<file path="config.mk">
export PLATFORM = sky130hd
export DESIGN_NAME = ldl_rr_pri_v2
export DESIGN_NICKNAME = d
export VERILOG_FILES = /design/src/rtl/ldl_rr_pri_v2.sv
export SDC_FILE = /design/constraint.sdc
export NUM_CORES = 1
export LEC_CHECK = 0
export ABC_AREA = 1
export CORE_MARGIN = 4
export CORE_UTILIZATION = 50
export DETAILED_ROUTE_END_ITERATION = 16
export PLACE_DENSITY_LB_ADDON = 0.15
export SKIP_LAST_GASP = 1
export SYNTH_ARGS = -nofsm -noshare
export SYNTH_HDL_FRONTEND = slang
export SYNTH_SLANG_ARGS = --single-unit
</file>
<file path="constraint.sdc">
create_clock -name clk -period 4.85 [get_ports clk]
set_input_delay 1.455 -clock clk [delete_from_list [all_inputs] [get_ports clk]]
set_output_delay 1.455 -clock clk [all_outputs]
set_load 0.02 [all_outputs]
</file>
<file path="src/rtl/ldl_rr_pri_v2.sv">
// Registered multi-class round-robin arbiter with a ready/last hold, one RR pointer per class.
// Optional starvation aging is enabled by defining LDL_RR_PRI_AGING_EN.
module ldl_rr_pri_v2 #(
   parameter  int unsigned BIN_WIDTH = 3,
   parameter  int unsigned COS_WIDTH = 2,
   parameter  int unsigned AGE_WIDTH = 4,
   parameter  int unsigned AGE_LIMIT = 8,
   localparam int unsigned REQ_WIDTH = 1 << BIN_WIDTH
) (
   input  logic                           clk,
   input  logic                           rst_n,
   input  logic [REQ_WIDTH-1:0]           req_i,
   input  logic [REQ_WIDTH*COS_WIDTH-1:0] cos_i,
   input  logic                           ready_i,
   input  logic                           last_i,
   output logic [REQ_WIDTH-1:0]           hot_o,
   output logic [BIN_WIDTH-1:0]           bin_o,
   output logic [COS_WIDTH-1:0]           gnt_cos_o,
   output logic                           valid_o
);

   localparam int unsigned NCOS = 1 << COS_WIDTH;

   typedef enum logic {ST_IDLE, ST_GRANT} state_e;

   state_e                 state_q, state_d;
   logic [REQ_WIDTH-1:0]   hot_q, hot_d;
   logic [BIN_WIDTH-1:0]   bin_q, bin_d;
   logic [COS_WIDTH-1:0]   gnt_cos_q, gnt_cos_d;
   logic [BIN_WIDTH-1:0]   ptr_q [NCOS];
   logic [BIN_WIDTH-1:0]   ptr_d [NCOS];

   logic                   accept_c;
   logic                   any_c;
   logic [COS_WIDTH-1:0]   max_cos_c;
   logic [BIN_WIDTH-1:0]   win_c;
   logic [COS_WIDTH-1:0]   eff_cos_c [REQ_WIDTH];

   assign accept_c = (state_q == ST_GRANT) && ready_i && last_i;

`ifdef LDL_RR_PRI_AGING_EN
   logic [AGE_WIDTH-1:0] age_q [REQ_WIDTH];
   logic [AGE_WIDTH-1:0] age_d [REQ_WIDTH];

   // Waiting sources age on every foreign accept; a saturated source is promoted to the top class.
   always_comb begin
      for (int i = 0; i < REQ_WIDTH; i++) begin
         age_d[i] = age_q[i];
         if (!req_i[i]) begin
            age_d[i] = '0;
         end else if (accept_c) begin
            if (BIN_WIDTH'(i) == bin_q) begin
               age_d[i] = '0;
            end else if (age_q[i] != AGE_WIDTH'(AGE_LIMIT)) begin
               age_d[i] = age_q[i] + 1'b1;
            end
         end
         eff_cos_c[i] = (age_d[i] == AGE_WIDTH'(AGE_LIMIT)) ? '1
                                                            : cos_i[i*COS_WIDTH +: COS_WIDTH];
      end
   end

   always_ff @(posedge clk or negedge rst_n) begin
      if (!rst_n) begin
         for (int i = 0; i < REQ_WIDTH; i++) age_q[i] <= '0;
      end else begin
         for (int i = 0; i < REQ_WIDTH; i++) age_q[i] <= age_d[i];
      end
   end
`else
   logic [AGE_WIDTH-1:0] unused_age_limit;
   assign unused_age_limit = AGE_WIDTH'(AGE_LIMIT);

   always_comb begin
      for (int i = 0; i < REQ_WIDTH; i++) begin
         eff_cos_c[i] = cos_i[i*COS_WIDTH +: COS_WIDTH];
      end
   end
`endif

   // Highest active class, then first candidate at or above that class's post-update pointer.
   always_comb begin
      for (int c = 0; c < NCOS; c++) ptr_d[c] = ptr_q[c];
      if (accept_c) ptr_d[gnt_cos_q] = bin_q + 1'b1;

      any_c     = 1'b0;
      max_cos_c = '0;
      for (int i = 0; i < REQ_WIDTH; i++) begin
         if (req_i[i] && (!any_c || (eff_cos_c[i] > max_cos_c))) begin
            any_c     = 1'b1;
            max_cos_c = eff_cos_c[i];
         end
      end

      win_c = '0;
      begin : search
         logic                 found;
         logic [BIN_WIDTH-1:0] idx;
         found = 1'b0;
         for (int k = 0; k < REQ_WIDTH; k++) begin
            idx = ptr_d[max_cos_c] + BIN_WIDTH'(k);
            if (!found && req_i[idx] && (eff_cos_c[idx] == max_cos_c)) begin
               found = 1'b1;
               win_c = idx;
            end
         end
      end
   end

   // Next-state and grant register inputs.
   always_comb begin
      state_d   = state_q;
      hot_d     = hot_q;
      bin_d     = bin_q;
      gnt_cos_d = gnt_cos_q;
      unique case (state_q)
         ST_IDLE: begin
            if (any_c) begin
               state_d   = ST_GRANT;
               hot_d     = REQ_WIDTH'(1) << win_c;
               bin_d     = win_c;
               gnt_cos_d = max_cos_c;
            end
         end
         ST_GRANT: begin
            if (accept_c) begin
               if (any_c) begin
                  hot_d     = REQ_WIDTH'(1) << win_c;
                  bin_d     = win_c;
                  gnt_cos_d = max_cos_c;
               end else begin
                  state_d   = ST_IDLE;
                  hot_d     = '0;
                  bin_d     = '0;
                  gnt_cos_d = '0;
               end
            end
         end
         default: begin
            state_d   = ST_IDLE;
            hot_d     = '0;
            bin_d     = '0;
            gnt_cos_d = '0;
         end
      endcase
   end

   always_ff @(posedge clk or negedge rst_n) begin
      if (!rst_n) begin
         state_q   <= ST_IDLE;
         hot_q     <= '0;
         bin_q     <= '0;
         gnt_cos_q <= '0;
         for (int c = 0; c < NCOS; c++) ptr_q[c] <= '0;
      end else begin
         state_q   <= state_d;
         hot_q     <= hot_d;
         bin_q     <= bin_d;
         gnt_cos_q <= gnt_cos_d;
         for (int c = 0; c < NCOS; c++) ptr_q[c] <= ptr_d[c];
      end
   end

   assign valid_o   = (state_q == ST_GRANT);
   assign hot_o     = hot_q;
   assign bin_o     = bin_q;
   assign gnt_cos_o = gnt_cos_q;

endmodule

</file>
==> results of run 1 <==
==> cell type report <==
cell class / instances / share of cell area
timing repair buffer: 212 / 0.280
multi-input combinational: 560 / 0.549
sequential: 26 / 0.0979
tap: 99 / 0.0186
inverter: 79 / 0.0482
clock buffer: 3 / 0.00622
==> registers in the layout, summed over array words and instances, names as in the netlist <==
| register | count |
|---|---|
| ptr_q | 12 |
| hot_o | 8 |
| bin_o | 3 |
| gnt_cos_o | 2 |
| valid_o | 1 |
==> cells in the final DEF (no fill, tap or decap), types with 5 or more instances in the layout <==
cell / synthesis / final
sky130_fd_sc_hd__nand2_1: 259 / 218
sky130_fd_sc_hd__clkdlybuf4s50_1: 0 / 36
sky130_fd_sc_hd__nand3_2: 13 / 40
sky130_fd_sc_hd__dfrtp_1: 26 / 26
sky130_fd_sc_hd__o21ai_0: 20 / 14
sky130_fd_sc_hd__nand4_1: 5 / 5
sky130_fd_sc_hd__ha_1: 15 / 5
sky130_fd_sc_hd__nand3_1: 135 / 96
sky130_fd_sc_hd__nor2_1: 30 / 15
sky130_fd_sc_hd__nor2_2: 6 / 12
sky130_fd_sc_hd__buf_4: 2 / 154
sky130_fd_sc_hd__inv_2: 4 / 11
sky130_fd_sc_hd__ha_4: 0 / 10
sky130_fd_sc_hd__a21oi_1: 7 / 6
sky130_fd_sc_hd__buf_12: 0 / 5
sky130_fd_sc_hd__nand2_4: 2 / 27
sky130_fd_sc_hd__buf_6: 6 / 9
sky130_fd_sc_hd__inv_1: 74 / 61
sky130_fd_sc_hd__o21ai_2: 5 / 10
sky130_fd_sc_hd__nor2_4: 0 / 9
sky130_fd_sc_hd__o21ai_1: 9 / 7
sky130_fd_sc_hd__nand2_2: 30 / 46
sky130_fd_sc_hd__nand3_4: 2 / 14
==> logic make-up (layout without fill, tap and decap cells) <==
| logic type | Yosys count | count (layout) | share of synthesized area |
|---|---|---|---|
| DFF | 26 | 26 | 0.168 |
| adders and majority gates | 15 | 15 | 0.0485 |
| buffers and inverters | 97 | 294 | 0.110 |
| xor gates and xnor gates | 3 | 3 | 0.00679 |
| AOI/OAI and AO/OA | 47 | 47 | 0.0727 |
| and+or+nand+nor | 494 | 495 | 0.594 |
==> critical path: cells and delay by family <==
| family | cells | cell delay, ps |
|---|---|---|
| buf+inv | 9 | 980 |
| compound gates | 9 | 820 |
| simple gates | 50 | 5130 |
| fa+ha+maj | 8 | 2290 |
==> repair_timing <==
item                                    in CTS  in global routing
gates resized for setup                    122                 92
pin swaps                                   76                 86
endpoints found under the setup margin      13                 13
buffers inserted                            32                 22
gates cloned                                 2                  2
==> layer usage <==
layer  routed length [um]  track usage  share of wire
met1                 6380        0.345           0.32
met2                 9430        0.649           0.47
met3                 2180       0.0500           0.11
met4                 2200        0.211           0.11
met5                    0            0              0
==> final timing paths <==
kind                          start  endpoint  slack [ps]
min                        hot_o[1]  hot_o[1]         490
max in group asynchronous     rst_n  hot_o[4]        2400
min reg2reg                hot_o[1]  hot_o[1]         490
max reg2reg                 valid_o  hot_o[0]         510
max                        cos_i[3]  hot_o[0]       -5650
min in group asynchronous     rst_n  ptr_q[1]        1780
==> metrics by stage <==
stage	instance area, um2	hold slack (ps)	util	setup WS [ps]	std cells
2_1_floorplan	4030	438	-	-4640	682
3_3_place_gp	5300	460	0.719	-5380	919
3_5_place_dp	5300	465	0.719	-5810	919
4_1_cts	6040	478	0.820	-4700	956
5_1_grt	6640	494	0.901	-6050	979
6_report	6640	486	0.901	-5650	979
==> reports/results.txt, run 1 <==
After detailed routing, the number of vias per cell comes to 6.30. During placement, the flow inserted port buffers numbering 41. The tightest slew margin relative to the limit came out at 0.255.

Count of flip-flops with a built-in enable after synthesis: 0. The maximum fanout count along the critical path is 8. The congestion estimate from routability-driven global placement came to 0.936. The run gives 24.6 mm as the first-pass GRT wire length. From bottom edge to top edge, the die measures 96.0 um. The tools report the final antenna diode count as 0.

After detailed routing, the average wire length per cell comes to 20.6 um. In the synthesized netlist the dominant register cell turns out to be sky130_fd_sc_hd__dfrtp_1. The logs give 36 for the number of different library cells in the post-synthesis netlist and 0 for the total count of hold-check failures in the final report. Counting flops and latches in the post-synthesis netlist gives 26. Pin placement for this block handled 42 I/O pins. Global routing finished with a remaining overflow of 0.

The total clock sinks came out at 26. The startpoint kind of the worst setup timing path was an input port. The wire length after detailed routing was 20.2 mm; the achievable clock frequency was 0.0952 GHz. The detailed router finished its first iteration with 902 violations. The root buffer selected by CTS is sky130_fd_sc_hd__clkbuf_8.

The worst-skew pair later-pin latency is 270 ps. After filler insertion, the fill cell instance count of the layout stands at 345. The DRC violation count after routing was 0.

The post-cts hold buffer count is 0, and the part of the cycle the worst path needs is 2.17. Data on the critical path arrives at its endpoint at 10,710 ps. Across the run, the number of max-cap violations was 0. The width of the chip is 96.0 um, and the proportion of synthesized chip area in sequential cells is 0.168. The worst setup path is of the input port to flip-flop kind. Clock-pin slew was measured on the worst setup and hold paths at 80 ps. The number of global-route vias before repair was 5,419; the initial cell density of the core was 0.525. The cell at the slowest stage of the critical path was sky130_fd_sc_hd__ha_4. The tools report the final count of pins violating max slew as 0. Between clock sinks in the finished design, the worst skew comes to 3.35 ps.

STA classifies the critical path endpoint as a flip-flop. The top-area cell type share of the netlist area was 0.251. By instance count, the cell type seen most on the critical path is sky130_fd_sc_hd__nand2_1. The die covers 0.00921 mm2. The count of yosys warnings during synthesis came out at 0.

The number of rows in the core area was 31. The final reports fail on negative setup slack. The flow ran to the end, but the final reports show violations. For the worst flop-to-flop path, the logic depth is 32. The transition at the pin with the smallest max-transition slack is 1110 ps.

The time the worst path needs with I/O delays and setup was 10,500 ps; the register cell area after layout was 651 um2. After synthesis, the cell types taking the most area are sky130_fd_sc_hd__nand2_1 25%, sky130_fd_sc_hd__nand3_1 17%, sky130_fd_sc_hd__dfrtp_1 17%. In this run the worst hold path is classified as flip-flop to flip-flop.

The final route contains 6,168 vias. Entering global routing, the biggest net connects 31 pins. TritonCTS built the clock tree.

Area taken by multi-input logic gates: 0.00365 mm2. Once detailed placement completed, the half-perimeter wirelength came to 10.6 mm. The number of instances on the worst hold path is 2. Setup violations remaining at the end of the flow were counted as 13. The fraction of synthesis flops using an asynchronous set or reset pin works out to 1.00. The standard cell core area came out at 0.00737 mm2.

On the worst path, the slowest cell contributes a delay of 370 ps. The worst-case setup margin in the final layout is -5650 ps. The aggregate global-route resource usage was 0.341; the buffer depth of the longest clock path was 2. The maximum level of the CTS H-tree is 1. For the number of nets in the layout, the log shows 925.

Setup repair after global routing could not meet its margin everywhere. The number of antenna violations at the first check in global routing is 0, and the count of antenna-violating nets left after detailed routing is 0. The total negative setup slack was -68,170 ps. Each instance of the synthesized netlist takes up on average 5.67 um2. Compared with the post-synthesis result, the final layout area differs by 71.6%. The run gives 0.00387 mm2 as the post-synthesis instance area.

Counting the buffers created by CTS gives 3. By instance count, the leading cell after synthesis is sky130_fd_sc_hd__nand2_1. Summed over all instances, the cell type with the most area after synthesis is sky130_fd_sc_hd__nand2_1. Data on the critical path is required at its endpoint by 5060 ps.

The count of TritonRoute iterations in the first routing pass was 9. The cell count after synthesis came out at 682. Synthesis produced a netlist with a net count of 725. The proportion of layout cells with a drive suffix above 1 works out to 0.430. Sorting the synthesized cells by how often they occur yields 259 x sky130_fd_sc_hd__nand2_1, 135 x sky130_fd_sc_hd__nand3_1, 74 x sky130_fd_sc_hd__inv_1, 30 x sky130_fd_sc_hd__nand2_2, 30 x sky130_fd_sc_hd__nor2_1.
Power of run 1 is left out: the tool's default activity adds up to more than one toggle a clock period on the data nets, which glitch-free logic cannot reach.
==> run 2, diff against run 1 <==
--- a/config.mk
+++ b/config.mk
@@ -7,7 +7,7 @@
 export LEC_CHECK = 0
 export ABC_AREA = 1
 export CORE_MARGIN = 4
-export CORE_UTILIZATION = 50
+export CORE_UTILIZATION = 30
 export DETAILED_ROUTE_END_ITERATION = 16
 export PLACE_DENSITY_LB_ADDON = 0.15
 export SKIP_LAST_GASP = 1
==> reports/results.txt, run 2 (synthesized netlist as in run 1, its figures left out) <==
The clock passes through at most 2 buffers. The tools report the achievable clock frequency as 0.103 GHz. For the final database, setup skew stands at 4.78 ps. In this run the worst hold path is classified as flip-flop to flip-flop. Dividing the detail-routed via count by the number of cells gives 4.94. The maximum fanout count along the critical path was 8. The run gives 260 ps as the worst-skew pair later-pin latency. The count of TritonRoute iterations in the first routing pass came out at 5. Entering global routing, the biggest net connects 27 pins. At the pin with the least slew margin, the transition time is 338 ps.

Including well taps, the total number of placed cells is 1,001. The first global-routing pass estimated 24.3 mm of wire. The tool flagged a number of max-cap violations equal to 0. After floorplanning, the core was sized to cover 0.0126 mm2. Across all register-to-register paths, the minimum setup slack is 1070 ps. Most common cell after layout, fill and taps aside: sky130_fd_sc_hd__nand2_1.

Proportion of layout cells with a drive suffix above 1: 0.473. The number of cells on the worst reg-to-reg path is 30. The flip-flop count of the largest register after layout is 12. Setup violations remaining at the end of the flow were counted as 13.

Routability-driven placement finished with a final weighted congestion of 0.892. By instance count, the cell type seen most on the critical path is sky130_fd_sc_hd__nand2_4. The clock transition at the register clock pins on the worst setup and hold paths after CTS is 70 ps, and the core utilization of the finished layout is 0.564.

The tools report the register cell area after layout as 651 um2. The checks that failed: negative setup slack. The die is 122 um tall. After detailed routing, the number of remaining DRC violations is 0.

Cell at the slowest stage of the critical path: sky130_fd_sc_hd__ha_4. The wire length after detailed routing was 15.3 mm; the critical path arrival was 9880 ps. Detailed placement ended at an HPWL of 10.8 mm.

The category of the critical setup timing path is input port to flip-flop. The sort of element at the end of the critical path is a flip-flop. Largest stage delay on the critical path: 350 ps.

For this block, the initial DRC count from the detailed router was 429. The floorplan step defined a die boundary enclosing 0.0148 mm2. The tools report the number of antenna violations at the first check in global routing as 0. For the area taken by multi-input logic gates, the log shows 0.00378 mm2. In the layout the commonest cells are 199 x sky130_fd_sc_hd__nand2_1, 165 x sky130_fd_sc_hd__buf_4, 85 x sky130_fd_sc_hd__nand3_1.

The part of the cycle the worst path needs was 2.01. The run finished, with violations left. At the worst endpoint, the required time is 5010 ps. For the final count of pins violating max slew, the log shows 0. The run gives 0.200 as the aggregate global-route resource usage. TritonCTS built the clock tree.

The count of antenna-violating nets left after detailed routing was 0; the time the worst path needs with I/O delays and setup was 9720 ps. The total congestion overflow after global routing came out at 0. Setup repair after global routing could not meet its margin everywhere.

After the last flow step, the layout net total stands at 944. The maximum level of the CTS H-tree came out at 1. Timing analysis after detailed placement gives a worst setup slack of -5790 ps. The growth of design area from synthesis to finish was 84.1%; the post-cts hold buffer count was 0. The worst hold path passes through 2 cells. Pin placement for this block handled 42 I/O pins. STA classifies the critical path startpoint as an input port. The average routed wire per standard cell is 14.3 um, and the total count of hold-check failures in the final report is 0. Tightest slew margin relative to the limit: 0.775. The logs give 5,056 for the number of global-route vias before repair and -4870 ps for the worst-case setup margin in the final layout. The floorplan step set the die width to 122 um. Input and output buffers added on the ports amount to 41. The tools report the count of fill cells added during filler insertion as 1,220.

The run gives 5,298 as the total vias in the final route. The total clock sinks was 26. The register with the most flip-flops in the final layout is ptr_q.

In the final timing run, aggregate negative setup slack is -59,320 ps. Clock tree synthesis inserted a total of 3 buffers. For the initial cell density of the core, the log shows 0.307.

The final antenna diode count is 0, and the final non-filler cell total is 1,072. The cell sitting at the root of the clock tree is a sky130_fd_sc_hd__clkbuf_16. The floorplan has 41 rows.
-- run 2: worst paths after layout --
path / start / endpoint
min reg2reg: hot_o[7] / hot_o[7]
min: hot_o[7] / hot_o[7]
max: req_i[0] / hot_o[3]
min in group asynchronous: rst_n / ptr_q[6]
max reg2reg: valid_o / hot_o[3]
max in group asynchronous: rst_n / hot_o[4]
-- run 2: timing repair --
item,CTS,global route
cloned,4,1
pin swaps,93,106
resized for setup,128,137
setup buffers,40,23
endpoints found under the setup margin,13,13
-- run 2: critical path: cells and delay by family --
kind	cells	cell delay, ps
buffers and inverters	12	880
AND/OR/NAND/NOR	45	4180
AO/OA/AOI/OAI	11	1250
adder cells (fa/ha/maj)	8	2070
-- run 2: layout make-up --
type                       count  share of cell area
clock inverter                 1             0.00422
timing repair buffer         230               0.286
sequential                    26              0.0913
multi-input combinational    560               0.531
tap                          172              0.0302
clock buffer                   3              0.0105
inverter                      79              0.0453
timing repair inverter         1            0.000878
-- run 2: metrics by stage --
stage / area [um2] / hold slack, ps
finish: 7120 / 479
global route: 7120 / 505
CTS: 6370 / 483
floorplan: 4030 / 438
global placement: 5440 / 462
detailed placement: 5440 / 467
-- run 2: per-layer routing --
layer	part of all wire	wire length [um]	global-route usage
met1	0.43	6560	0.258
met2	0.53	8100	0.363
met3	0.029	443	0.0162
met4	0.016	242	0.0420
met5	0	0	0
Power of run 2 is left out for the same reason.
==> run 3, diff against run 2 <==
--- a/config.mk
+++ b/config.mk
@@ -9,6 +9,7 @@
 export CORE_MARGIN = 4
 export CORE_UTILIZATION = 30
 export DETAILED_ROUTE_END_ITERATION = 16
+export MAX_ROUTING_LAYER = met4
 export PLACE_DENSITY_LB_ADDON = 0.15
 export SKIP_LAST_GASP = 1
 export SYNTH_ARGS = -nofsm -noshare
==> reports/results.txt, run 3 (synthesized netlist as in run 1, its figures left out) <==
The slowest stage of the critical path belongs to the cell sky130_fd_sc_hd__ha_4. The clock transition at the register clock pins on the worst setup and hold paths after CTS came out at 70 ps. Counting along the longest clock path gives a buffer depth of 2. Dividing the detail-routed via count by the number of cells gives 4.86.

Category of the critical setup timing path: input port to flip-flop. The average routed wire per standard cell is 13.9 um, and the count of buffers inserted at the top-level ports is 41. Subtracting the final worst setup slack from the clock period gives 9710 ps. In this run the most critical hold path is launched from hot_o[7]. For this run, design rule violations remaining after detail routing come to 0.

The worst hold slack after final layout is 474 ps, and the total clock sinks is 26. Part of the cycle the worst path needs: 2.00. The global routing usage on met3 was 0.00882; the width of the chip was 122 um.

Global routing usage on met1: 0.247. The total count of hold-check failures in the final report is 0, and the flip-flop count of the largest register after layout is 12. The final antenna diode count is 0. TritonCTS created 3 clock buffers. The endpoint of the lowest-slack register-to-register path was hot_o[5].

More flip-flops sit in one register than any other, and that register is ptr_q. The logs give 0.197 for the aggregate global-route resource usage and 0 for the final count of pins violating max slew. The logs give 260 ps for the worst-skew pair later-pin latency and 0 for the number of antenna violations at the first check in global routing.

The logs give 14.8 mm for the wire length after detailed routing and 4,859 for the number of global-route vias before repair. STA classifies the critical path startpoint as an input port. Between clock sinks in the finished design, the worst skew comes to 3.23 ps.

The first global-routing pass estimated 23.3 mm of wire. The worst-case setup margin in the final layout is -4860 ps, and the required time of the critical path is 5050 ps. The run gives 1 as the maximum level of the CTS H-tree. The worst hold path terminates at hot_o[7]. The floorplan step defined a core boundary enclosing 0.0126 mm2. Leaving out fill and tap cells, the most frequent cells in the layout are 208 x sky130_fd_sc_hd__nand2_1, 167 x sky130_fd_sc_hd__buf_4, 90 x sky130_fd_sc_hd__nand3_1. For the maximum number of pins on one net before global-route repair, the log shows 31.

For the total congestion overflow after global routing, the log shows 0. The die covers 0.0148 mm2. The initial cell density of the core is 0.307, and the maximum fanout count along the critical path is 6. The category of cells accounting for the largest share of critical-path delay was simple AND/OR/NAND/NOR gates. The run gives 42 as the top-level I/O count.

The final non-filler cell total came out at 1,069. The number of DRC violations after detailed-routing iteration 0 is 388. The tightest slew margin relative to the limit came out at 0.211. Number of nets in the layout: 941.

STA puts the critical path data arrival time at 9920 ps. The total negative setup slack was -59,030 ps. In this run the core area contains 41 standard-cell rows.

The library cell used most frequently in the layout, excluding fill and tap cells, is sky130_fd_sc_hd__nand2_1. Timing would allow up to 0.103 GHz. For this run, the slowest stage of the critical path takes 360 ps. Root buffer selected by CTS: sky130_fd_sc_hd__clkbuf_16. For the worst flop-to-flop path, the logic depth is 32.

The critical path's most frequent cell was sky130_fd_sc_hd__nand2_2. In this run the remaining antenna-violating nets after routing total 0. The sort of element at the end of the critical path was a flip-flop.

The detailed router placed 5,196 vias in this run. The met2 global-route usage was 0.359; the count of fill cells added during filler insertion was 1,262. At the end of routability-driven placement, the weighted congestion stood at 0.904.

The number of buffers and inverters on the critical path is 21. The transition at the pin with the smallest max-transition slack came out at 1180 ps. The worst hold path passes through 2 cells. The area growth from synthesis to layout is 79.3%.

The most congested layer reported by global routing is met2. OpenSTA, run right after detailed placement, puts the worst setup slack at -5740 ps. TritonCTS built the clock tree. The final setup violation count is 13. For the register-to-register path setup slack, the log shows 1150 ps. The run finished, with violations left.

The number of placed instances, taps included, is 1,003. Path category of the worst min-delay check: flip-flop to flip-flop. The final reports fail on negative setup slack. The die boundary height works out to 122 um.

Setup repair after global routing could not meet its margin everywhere. The run gives 5 as the count of TritonRoute iterations in the first routing pass. Proportion of layout cells with a drive suffix above 1: 0.453. Max-cap violations in this run came to 0. Detailed-placement wirelength estimate: 11.0 mm. The startpoint identified for the worst register-to-register timing path is valid_o.
-- run 3: cell count changes in the layout (fill, tap and decap cells not counted), moves of 3 or more --
cell / previous run / this run
sky130_fd_sc_hd__o21ai_0: 12 / 15
sky130_fd_sc_hd__buf_6: 14 / 11
sky130_fd_sc_hd__nor2_2: 13 / 10
sky130_fd_sc_hd__nand3_2: 49 / 45
sky130_fd_sc_hd__o21ai_1: 11 / 6
sky130_fd_sc_hd__nand3_1: 85 / 90
sky130_fd_sc_hd__nand2_1: 199 / 208
sky130_fd_sc_hd__nand2_4: 38 / 27
-- run 3: worst min-delay path: cells and delay by family (launching register included) --
kind / cells / cell delay, ps
and+or+nand+nor: 2 / 100
DFF: 1 / 340
-- run 3: timing repair --
action | CTS | global route
pin swaps | 71 | 90
endpoints found under the setup margin | 13 | 13
resized for setup | 114 | 117
hold buffers | 0 | 0
endpoints found under the hold margin | 0 | 0
cloned | 2 | 2
setup buffers | 41 | 18
-- run 3: stage by stage --
step	cell area, um2	utilization
after global placement	5460	0.432
final	6940	0.550
after detailed placement	5460	0.432
after CTS	6270	0.497
after floorplan	4030	-
after global routing	6940	0.550
-- run 3: how the worst max path moves through the flow --
stage                         from        to  depth (start not counted)  slack (ps)
final                     req_i[0]  hot_o[6]                         78       -4860
after floorplan           cos_i[2]  hot_o[6]                         81       -4640
after global routing      req_i[0]  hot_o[7]                         79       -5390
after global placement    req_i[0]  hot_o[0]                         78       -5460
after detailed placement  req_i[0]  hot_o[0]                         78       -5740
after CTS                 req_i[0]  hot_o[6]                         82       -4720
-- run 3: routing by layer --
layer / vias to the layer above / wire, um
li1: 2632 / -
met1: 2453 / 6400
met2: 98 / 7850
met3: 13 / 448
met4: 0 / 121
met5: - / 0
-- run 3: area by class of cell --
| type | count | area (um2) | area share |
|---|---|---|---|
| multi-input cells | 559 | 3660 | 0.527 |
| repair buffers | 228 | 1980 | 0.286 |
| flip-flops and latches | 26 | 651 | 0.0937 |
| inverters | 79 | 320 | 0.0462 |
| well taps | 172 | 215 | 0.0310 |
| clock buffers | 3 | 75.1 | 0.0108 |
| clock inverters | 1 | 30.0 | 0.00433 |
| repair inverters | 1 | 6.26 | 0.000901 |
Power of run 3 is left out for the same reason.
